**src/rtl/cpu_pkg.sv**
```systemverilog
// Shared pipeline constants: register-address width, $0 index, default data width, trace format.
package cpu_pkg;

  localparam int                REG_AW     = 5;
  localparam logic [REG_AW-1:0] REG_ZERO   = 5'd0;
  localparam int                DW_DEFAULT = 32;
  localparam string             TRACE_FMT  = "@%h: $%d <= %h";

endpackage

```
**src/rtl/gpr_array.sv**
```systemverilog
// NREG x DW register storage: one synchronous write port, two asynchronous read ports and a
// synchronous clear. It has no notion of $0 and no bypass; the wrapper handles both.
module gpr_array #(
  parameter int NREG = 32,
  parameter int DW   = 32,
  parameter int AW   = $clog2(NREG)
) (
  input  logic          clk,
  input  logic          rst,
  input  logic          we,
  input  logic [AW-1:0] waddr,
  input  logic [DW-1:0] wdata,
  input  logic [AW-1:0] raddr_a,
  input  logic [AW-1:0] raddr_b,
  output logic [DW-1:0] rdata_a,
  output logic [DW-1:0] rdata_b
);

  logic [DW-1:0] mem [NREG];

  // NOTE: the clear loop makes this flop storage rather than an inferable RAM macro; the pipeline
  // relies on every register reading 0 after reset, so the clear stays.
  always_ff @(posedge clk) begin
    if (rst) begin
      for (int i = 0; i < NREG; i++) mem[i] <= '0;
    end else if (we) begin
      mem[waddr] <= wdata;
    end
  end

  assign rdata_a = mem[raddr_a];
  assign rdata_b = mem[raddr_b];

endmodule

```
**src/rtl/wb_commit_regfile.sv**
```systemverilog
// Write-back commit stage: GPR file with write-through read bypass, retired counter, last-commit
// record. Define GRF_TRACE_EN to print one judge-format line per committed GPR write.
module wb_commit_regfile
  import cpu_pkg::*;
#(
  parameter int NREG  = 32,
  parameter int DW    = DW_DEFAULT,
  parameter int CNT_W = 32
) (
  input  logic              clk,
  input  logic              rst,
  input  logic              wb_valid,
  input  logic              wb_regwrite,
  input  logic              wb_memtoreg,
  input  logic [DW-1:0]     wb_aluout,
  input  logic [DW-1:0]     wb_readdata,
  input  logic [REG_AW-1:0] wb_regaddr,
  input  logic [DW-1:0]     wb_pc,
  input  logic [REG_AW-1:0] rs_addr,
  input  logic [REG_AW-1:0] rt_addr,
  output logic [DW-1:0]     rs_data,
  output logic [DW-1:0]     rt_data,
  output logic [CNT_W-1:0]  retired,
  output logic [DW-1:0]     last_pc,
  output logic [REG_AW-1:0] last_addr,
  output logic [DW-1:0]     last_data
);

  localparam int AW = $clog2(NREG);

  logic [DW-1:0] commit_data;
  logic          commit;
  logic          bypass_live;
  logic [DW-1:0] arr_a, arr_b;

  assign commit_data = wb_memtoreg ? wb_readdata : wb_aluout;
  assign commit      = wb_valid && wb_regwrite && (wb_regaddr != REG_ZERO);
  // A commit that coincides with reset is discarded, so it must not be forwarded either.
  assign bypass_live = commit && !rst;

  gpr_array #(.NREG(NREG), .DW(DW), .AW(AW)) u_gpr (
    .clk     (clk),
    .rst     (rst),
    .we      (bypass_live),
    .waddr   (wb_regaddr[AW-1:0]),
    .wdata   (commit_data),
    .raddr_a (rs_addr[AW-1:0]),
    .raddr_b (rt_addr[AW-1:0]),
    .rdata_a (arr_a),
    .rdata_b (arr_b)
  );

  // NOTE: every branch assigns both outputs, so no latch is inferred.
  always_comb begin
    if (bypass_live && rs_addr == wb_regaddr) rs_data = commit_data;
    else if (rs_addr == REG_ZERO)             rs_data = '0;
    else                                      rs_data = arr_a;

    if (bypass_live && rt_addr == wb_regaddr) rt_data = commit_data;
    else if (rt_addr == REG_ZERO)             rt_data = '0;
    else                                      rt_data = arr_b;
  end

  // NOTE: state registers use non-blocking assignments so every flop samples pre-edge values.
  always_ff @(posedge clk) begin
    if (rst) begin
      retired   <= '0;
      last_pc   <= '0;
      last_addr <= '0;
      last_data <= '0;
    end else begin
      if (wb_valid) retired <= retired + 1'b1;
      if (commit) begin
        last_pc   <= wb_pc;
        last_addr <= wb_regaddr;
        last_data <= commit_data;
      end
    end
  end

`ifdef GRF_TRACE_EN
  always_ff @(posedge clk) begin
    if (bypass_live) $display(TRACE_FMT, wb_pc, wb_regaddr, commit_data);
  end
`else
`endif

endmodule

```
**config.mk**
```make
export PLATFORM = sky130hd
export DESIGN_NAME = wb_commit_regfile
export DESIGN_NICKNAME = d
export VERILOG_FILES = /design/src/rtl/cpu_pkg.sv /design/src/rtl/gpr_array.sv /design/src/rtl/wb_commit_regfile.sv
export SDC_FILE = /design/constraint.sdc
export NUM_CORES = 2
export LEC_CHECK = 0
export CORE_MARGIN = 4
export CORE_UTILIZATION = 45
export DETAILED_ROUTE_END_ITERATION = 8
export GPL_TIMING_DRIVEN = 0
export SLEW_MARGIN = 20
export SYNTH_ARGS = -nofsm -noshare
export SYNTH_HDL_FRONTEND = slang
export SYNTH_SLANG_ARGS = --single-unit
```
**constraint.sdc**
```tcl
create_clock -name clk -period 4.95 [get_ports clk]
set_input_delay 1.485 -clock clk [delete_from_list [all_inputs] [get_ports clk]]
set_output_delay 1.485 -clock clk [all_outputs]
set_load 0.01 [all_outputs]
```
# ---- Word level (Yosys, flattened, before mapping)
# Memories as Yosys holds them, arrays and structs flattened.
# Index checks and enable logic that the tools add are counted.
dict set report totals {
  out_inout_bits 165
  input_bits 116
  ram_bits 1024
  elab_cells 31
  register_bits 101
  memories 1
}
dict set report classes {
  n_reduce_logical 10
  n_addsub 1
  n_eq_ne 2
  muxes 13
}
# name depth word_bits rd rd_ports_with_merged_regs write_ports line
set memory_table {}
lappend memory_table {u_gpr.mem 32 32 2 0 32 gpr_array.sv:19} ;# logic [DW-1:0] mem [NREG];
# op n
set op_table {}
lappend op_table {{$mux W32} 6}
lappend op_table {{$add A32 B1 Y32 const B} 1}
lappend op_table {{$reduce_or A32 Y1} 1}
lappend op_table {{$eq A5 B5 Y1} 2}
lappend op_table {{$logic_not A5 Y1} 2}
lappend op_table {{$mux W1} 6}
lappend op_table {{$logic_and A1 B1 Y1} 5}
lappend op_table {{$mux W5} 1}
lappend op_table {{$reduce_bool A5 Y1} 1}
lappend op_table {{$logic_not A1 Y1} 1}

# ---- Longest topological paths before layout
dict set report logic_depth {
  ltp_word 8
  mapped_depth 10
  ltp_nobuf 6
}

# ---- Cells and area by module
# From an unflattened synthesis, not the netlist that was laid out.
dict set report unflattened {
  cells_unflattened 5315
  hier_area_um2 61884.4
}
# module n_inst area_per_inst_um2 seq_area_each_um2 cells_per_inst
set modules_own_cells {}
lappend modules_own_cells {gpr_array 1 56467.9 30749.5 4640}
lappend modules_own_cells {wb_commit_regfile 1 5416.4 2021.9 675}

# ---- Worst setup path before layout
# Ideal clock, no wire load.
dict set report synth_timing {
  kind {input to output}
  from {input port rt_addr[0]}
  to {output port rt_data[16]}
  t_required_ns 3.465
  cell_stages 7
  t_arrival_ns 3.139
  n_path_buf 3
  slack_ns 0.326
  cell_sequence {clkbuf_1 buf_2 buf_2 mux4_2 mux2_2 a21oi_1 o221ai_1}
}
dict set report synth_between {
  elab_chain_len 3
  word_cells_on_any_way 6
  classes_between {1 x eq/ne; 2 x mux; 2 x reduce/logical; 1 x memory}
}
# item line
set synth_rtl {}
lappend synth_rtl {{start: declaration} wb_commit_regfile.sv:20} ;# input logic [REG_AW-1:0] rt_addr,
lappend synth_rtl {{$mem_v2 Z32 W32, or another cell as far along} --}
lappend synth_rtl {{$mux W32 or $logic_and A1 B1 Y1 (tied branches)} {wb_commit_regfile.sv:60, wb_commit_regfile.sv:59}}
lappend synth_rtl {{$mux W32 (*)} wb_commit_regfile.sv:59} ;# if (bypass_live && rt_addr == wb_regaddr) rt_data = commit_data;
lappend synth_rtl {{end: declaration} wb_commit_regfile.sv:22} ;# output logic [DW-1:0] rt_data,
# Every way passes the cells marked *; elsewhere a longest branch is shown, timed or not.

# ---- Worst setup path after layout
dict set report layout_timing {
  from {input port rs_addr[0]}
  to {output port rs_data[31]}
}
dict set report layout_between {
  elab_chain_len 3
  word_cells_on_any_way 6
  classes_between {1 x eq/ne; 2 x mux; 2 x reduce/logical; 1 x memory}
}
# item line
set layout_rtl {}
lappend layout_rtl {{start: declaration} wb_commit_regfile.sv:19} ;# input logic [REG_AW-1:0] rs_addr,
lappend layout_rtl {{$mem_v2 Z32 W32, or another cell as far along} --}
lappend layout_rtl {{$mux W32 or $logic_and A1 B1 Y1 (tied branches)} {wb_commit_regfile.sv:56, wb_commit_regfile.sv:55}}
lappend layout_rtl {{$mux W32 (*)} wb_commit_regfile.sv:55} ;# if (bypass_live && rs_addr == wb_regaddr) rs_data = commit_data;
lappend layout_rtl {{end: declaration} wb_commit_regfile.sv:21} ;# output logic [DW-1:0] rs_data,
# Marked as above.

==> flow_summary.toml <==
[synthesis]
synth_flop_cell = "sky130_fd_sc_hd__edfxtp_1"
syn_area_um2 = 56500
synth.yosys.warnings = 0
mean_syn_cell_area_um2 = 13.3
ys_async_sr_fraction = 0
post_synth_num_cell_types = 49
synth.ff_latch_count = 1125
gate_count_post_synth = 4258
synth_seq_area_share = 0.580
synth_enable_flop_cells = 1024

[placed_design]
dpl.hpwl_um = 176000
place.gp.congestion = 1.06
place_worst_setup_slack_ns = -2.70
io_buffers = 270

[final_layout]
drive_above_1_share = 0.323
final_core_utilization = 0.587
synthToLayoutAreaGrowth_pct = 28.9
final-seq-area_um2 = 32800
number_of_nets_at_the_end_of_the_flow = 4974
most_frequent_cells_in_the_layout = "1075 x sky130_fd_sc_hd__nor2_1, 1024 x sky130_fd_sc_hd__edfxtp_1, 416 x sky130_fd_sc_hd__mux4_2"
layout.cells.most_common = "sky130_fd_sc_hd__nor2_1"
multi_input_area_um2 = 25300
fillerInstances = 9673

[cts]
cts-root-to-sink-buffers = 3
clkSlewWorstSetupHoldPaths_ns = 0.05
cts_root_buffer = "sky130_fd_sc_hd__clkbuf_16"
cts_buffers = 132
clkSinkCount = 1125
clock_latency_at_the_later_pin_of_the_worst_skew_pair_ns = 0.76
clock_tree.htree_level_count = 4
tritoncts_clock_tree = "yes"

[min_path]
worstHoldPathCells = 2
hold_path_startpoint = "last_pc[26]"
hp-class = "flop to flop"
hold_end = "last_pc[26]"

[timing]
relSlewSlack = 0.111
report.final.hold_viol_count = 0
fin_hold_ws_ns = 0.452
setup_violations_final = 62
min_period_over_period = 1.05
finalWorstSetupSlack_ns = -0.250
grt_setup_unrepaired = "yes"
clock-skew-final_ns = 0.0105
maxSlewViolCount = 0
final_period_minus_worst_setup_slack_ns = 5.20
worst_slew_pin_slew_ns = 1.33
fmaxAchievable_mhz = 192

[global_routing]
grt_first_pass_wirelength_um = 343000
gr-total-overflow = 0
met1_resource_use_gr = 0.452
gr-usage-met2 = 0.547
grt_pass1_vias = 43800
grt_start_max_net_pins = 33
grt_use_met3 = 0.178
gr-max-usage-layer = "met2"
grt_antenna_before_repair = 7
gr-usage-all-layers = 0.381

[pwr]
pwr-share-comb = 0.171
sequentialPowerShare = 0.443
power.net_switching_mw = 6.98
leakage_power_figure_nw = 25.3
internal_power_mw = 18.1
power.share.switching = 0.278
vdd.ir_drop.worst_v = 0.000408
clockPowerShare = 0.386
cellPowerDensity_nw_per_um2 = 345

[setup_path]
timing.setup.critical_path_class = "input port to primary output"
reg2reg_to = "retired[31]"
reg2reg_depth = 5
cp_data_arrival_time_ns = 3.71
timing.reg2reg.setup_slack_ns = 2.69
crit_path_start_kind = "input port"
timing.critical_path.to_type = "primary output"
worst_r2r_startpoint = "retired[3]"
cp_data_required_time_ns = 3.46
crit_path_max_fanout = 9

[floorplanning]
floorplan.die_area_um2 = 131000
row_count = 129
io-pin-count = 281
die_height_um = 362
core_area_um2 = 124000
floorplan.initialDensity = 0.455
die_x_um = 362

[route]
total_vias_in_the_final_route = 45700
detail_route.wirelength_um = 258000
dr_drc_count = 48
detail_route.iter0.violations = 8189
average_wire_length_per_cell_after_detail_routing_um = 39.0
drtAntennaViolNets = 0
drt_pre_antenna_iters = 9
avgViaCountPerCell = 6.92

[run_status]
outcome = "finished with violations"
failed_checks = "DRC, setup timing"

[flow_run]
max_cap_viol_count = 0
-- metrics by stage --
stage,TNS [ns],power [mW],std cells,area (um^2)
after floorplan,0,13.0,4289,56600
after global placement,-861.81,14.6,6196,61400
after detailed placement,-135.02,14.7,6214,62100
after CTS,-2.60,24.7,6522,71400
after global routing,-5.85,25.5,6597,72800
final,-6.46,25.1,6603,72800
-- registers in the layout, indices dropped and copies added (netlist names) --
register	cells
last_addr	5
last_data	32
last_pc	32
retired	32
u_gpr.mem	1024
-- synth_stat cells (59+ instances only) --
| library cell | n | share of area |
|---|---|---|
| sky130_fd_sc_hd__nand2_1 | 175 | 0.012 |
| sky130_fd_sc_hd__a22oi_1 | 95 | 0.013 |
| sky130_fd_sc_hd__dfxtp_1 | 101 | 0.036 |
| sky130_fd_sc_hd__a211oi_1 | 59 | 0.0078 |
| sky130_fd_sc_hd__buf_2 | 109 | 0.0097 |
| sky130_fd_sc_hd__mux4_2 | 416 | 0.17 |
| sky130_fd_sc_hd__edfxtp_1 | 1024 | 0.54 |
| sky130_fd_sc_hd__nor2b_1 | 73 | 0.0081 |
| sky130_fd_sc_hd__clkbuf_1 | 294 | 0.020 |
| sky130_fd_sc_hd__mux2_2 | 169 | 0.034 |
| sky130_fd_sc_hd__a21oi_1 | 115 | 0.010 |
| sky130_fd_sc_hd__mux2i_1 | 70 | 0.012 |
| sky130_fd_sc_hd__nor2_1 | 1081 | 0.072 |
| sky130_fd_sc_hd__o22ai_1 | 65 | 0.0072 |
-- power by group through the flow --
stage | clock [mW] | sequential, mW | combinational, mW
final | 9.69 | 11.1 | 4.30
after global routing | 10.0 | 11.2 | 4.32
after CTS | 9.61 | 11.1 | 3.96
after detailed placement | 0 | 11.3 | 3.36
after global placement | 0 | 11.3 | 3.29
after floorplan | 0 | 11.2 | 1.76
-- worst max-delay path: stages --
cell,delay [ns]
sky130_fd_sc_hd__buf_16,0.13
sky130_fd_sc_hd__buf_16,0.20
sky130_fd_sc_hd__buf_12,0.12
sky130_fd_sc_hd__buf_16,0.15
sky130_fd_sc_hd__nand2_4,0.12
sky130_fd_sc_hd__buf_12,0.18
sky130_fd_sc_hd__buf_4,0.14
sky130_fd_sc_hd__o22ai_2,0.24
sky130_fd_sc_hd__nor3_1,0.12
sky130_fd_sc_hd__nor4_4,0.53
sky130_fd_sc_hd__a21oi_2,0.06
sky130_fd_sc_hd__buf_2,0.18
-- cell type report --
class | count | share of cell area
antenna | 7 | 0.000241
buffer | 430 | 0.0510
clock buffer | 170 | 0.0493
clock inverter | 66 | 0.00780
inverter | 8 | 0.000412
multi-input combinational | 2716 | 0.347
sequential | 1125 | 0.450
tap | 1637 | 0.0281
timing repair buffer | 444 | 0.0660
-- per-layer routing --
layer,up-vias,wire [um],part of all wire
li1,17400,-,-
met1,22700,84700,0.33
met2,4425,107000,0.42
met3,1137,40900,0.16
met4,16,24200,0.094
met5,-,369,0.0014
-- what timing repair did --
item	in CTS	in global routing
buffers inserted	67	74
cloned	10	7
pin swaps	119	78
endpoints found under the setup margin	64	64
hold buffers	0	0
resized for setup	1270	167
-- worst max path at each step --
stage,to,slack (ns),from,cells after the start
after floorplan,rt_data[16],0.33,rt_addr[0],7
after global placement,rs_data[12],-2.95,rs_addr[3],9
after detailed placement,rs_data[13],-2.70,rs_addr[3],9
after CTS,rs_data[5],-0.14,rs_addr[0],9
after global routing,rs_data[10],-0.19,rs_addr[2],9
final,rs_data[31],-0.25,rs_addr[0],12
-- cells by family (layout without fill, tap and decap cells) --
logic type                 after synthesis  count (layout)  synth area share
buffers and inverters                  448            1118            0.0336
muxes                                  655             655             0.212
adders and majority gates                1               1          0.000221
DFF                                   1125            1125             0.580
AOI/OAI and AO/OA                      454             454            0.0548
xor gates and xnor gates                34              34           0.00527
and+or+nand+nor                       1540            1540             0.114
other                                    1              39         0.0000664
(Power assumes the default switching activity.)
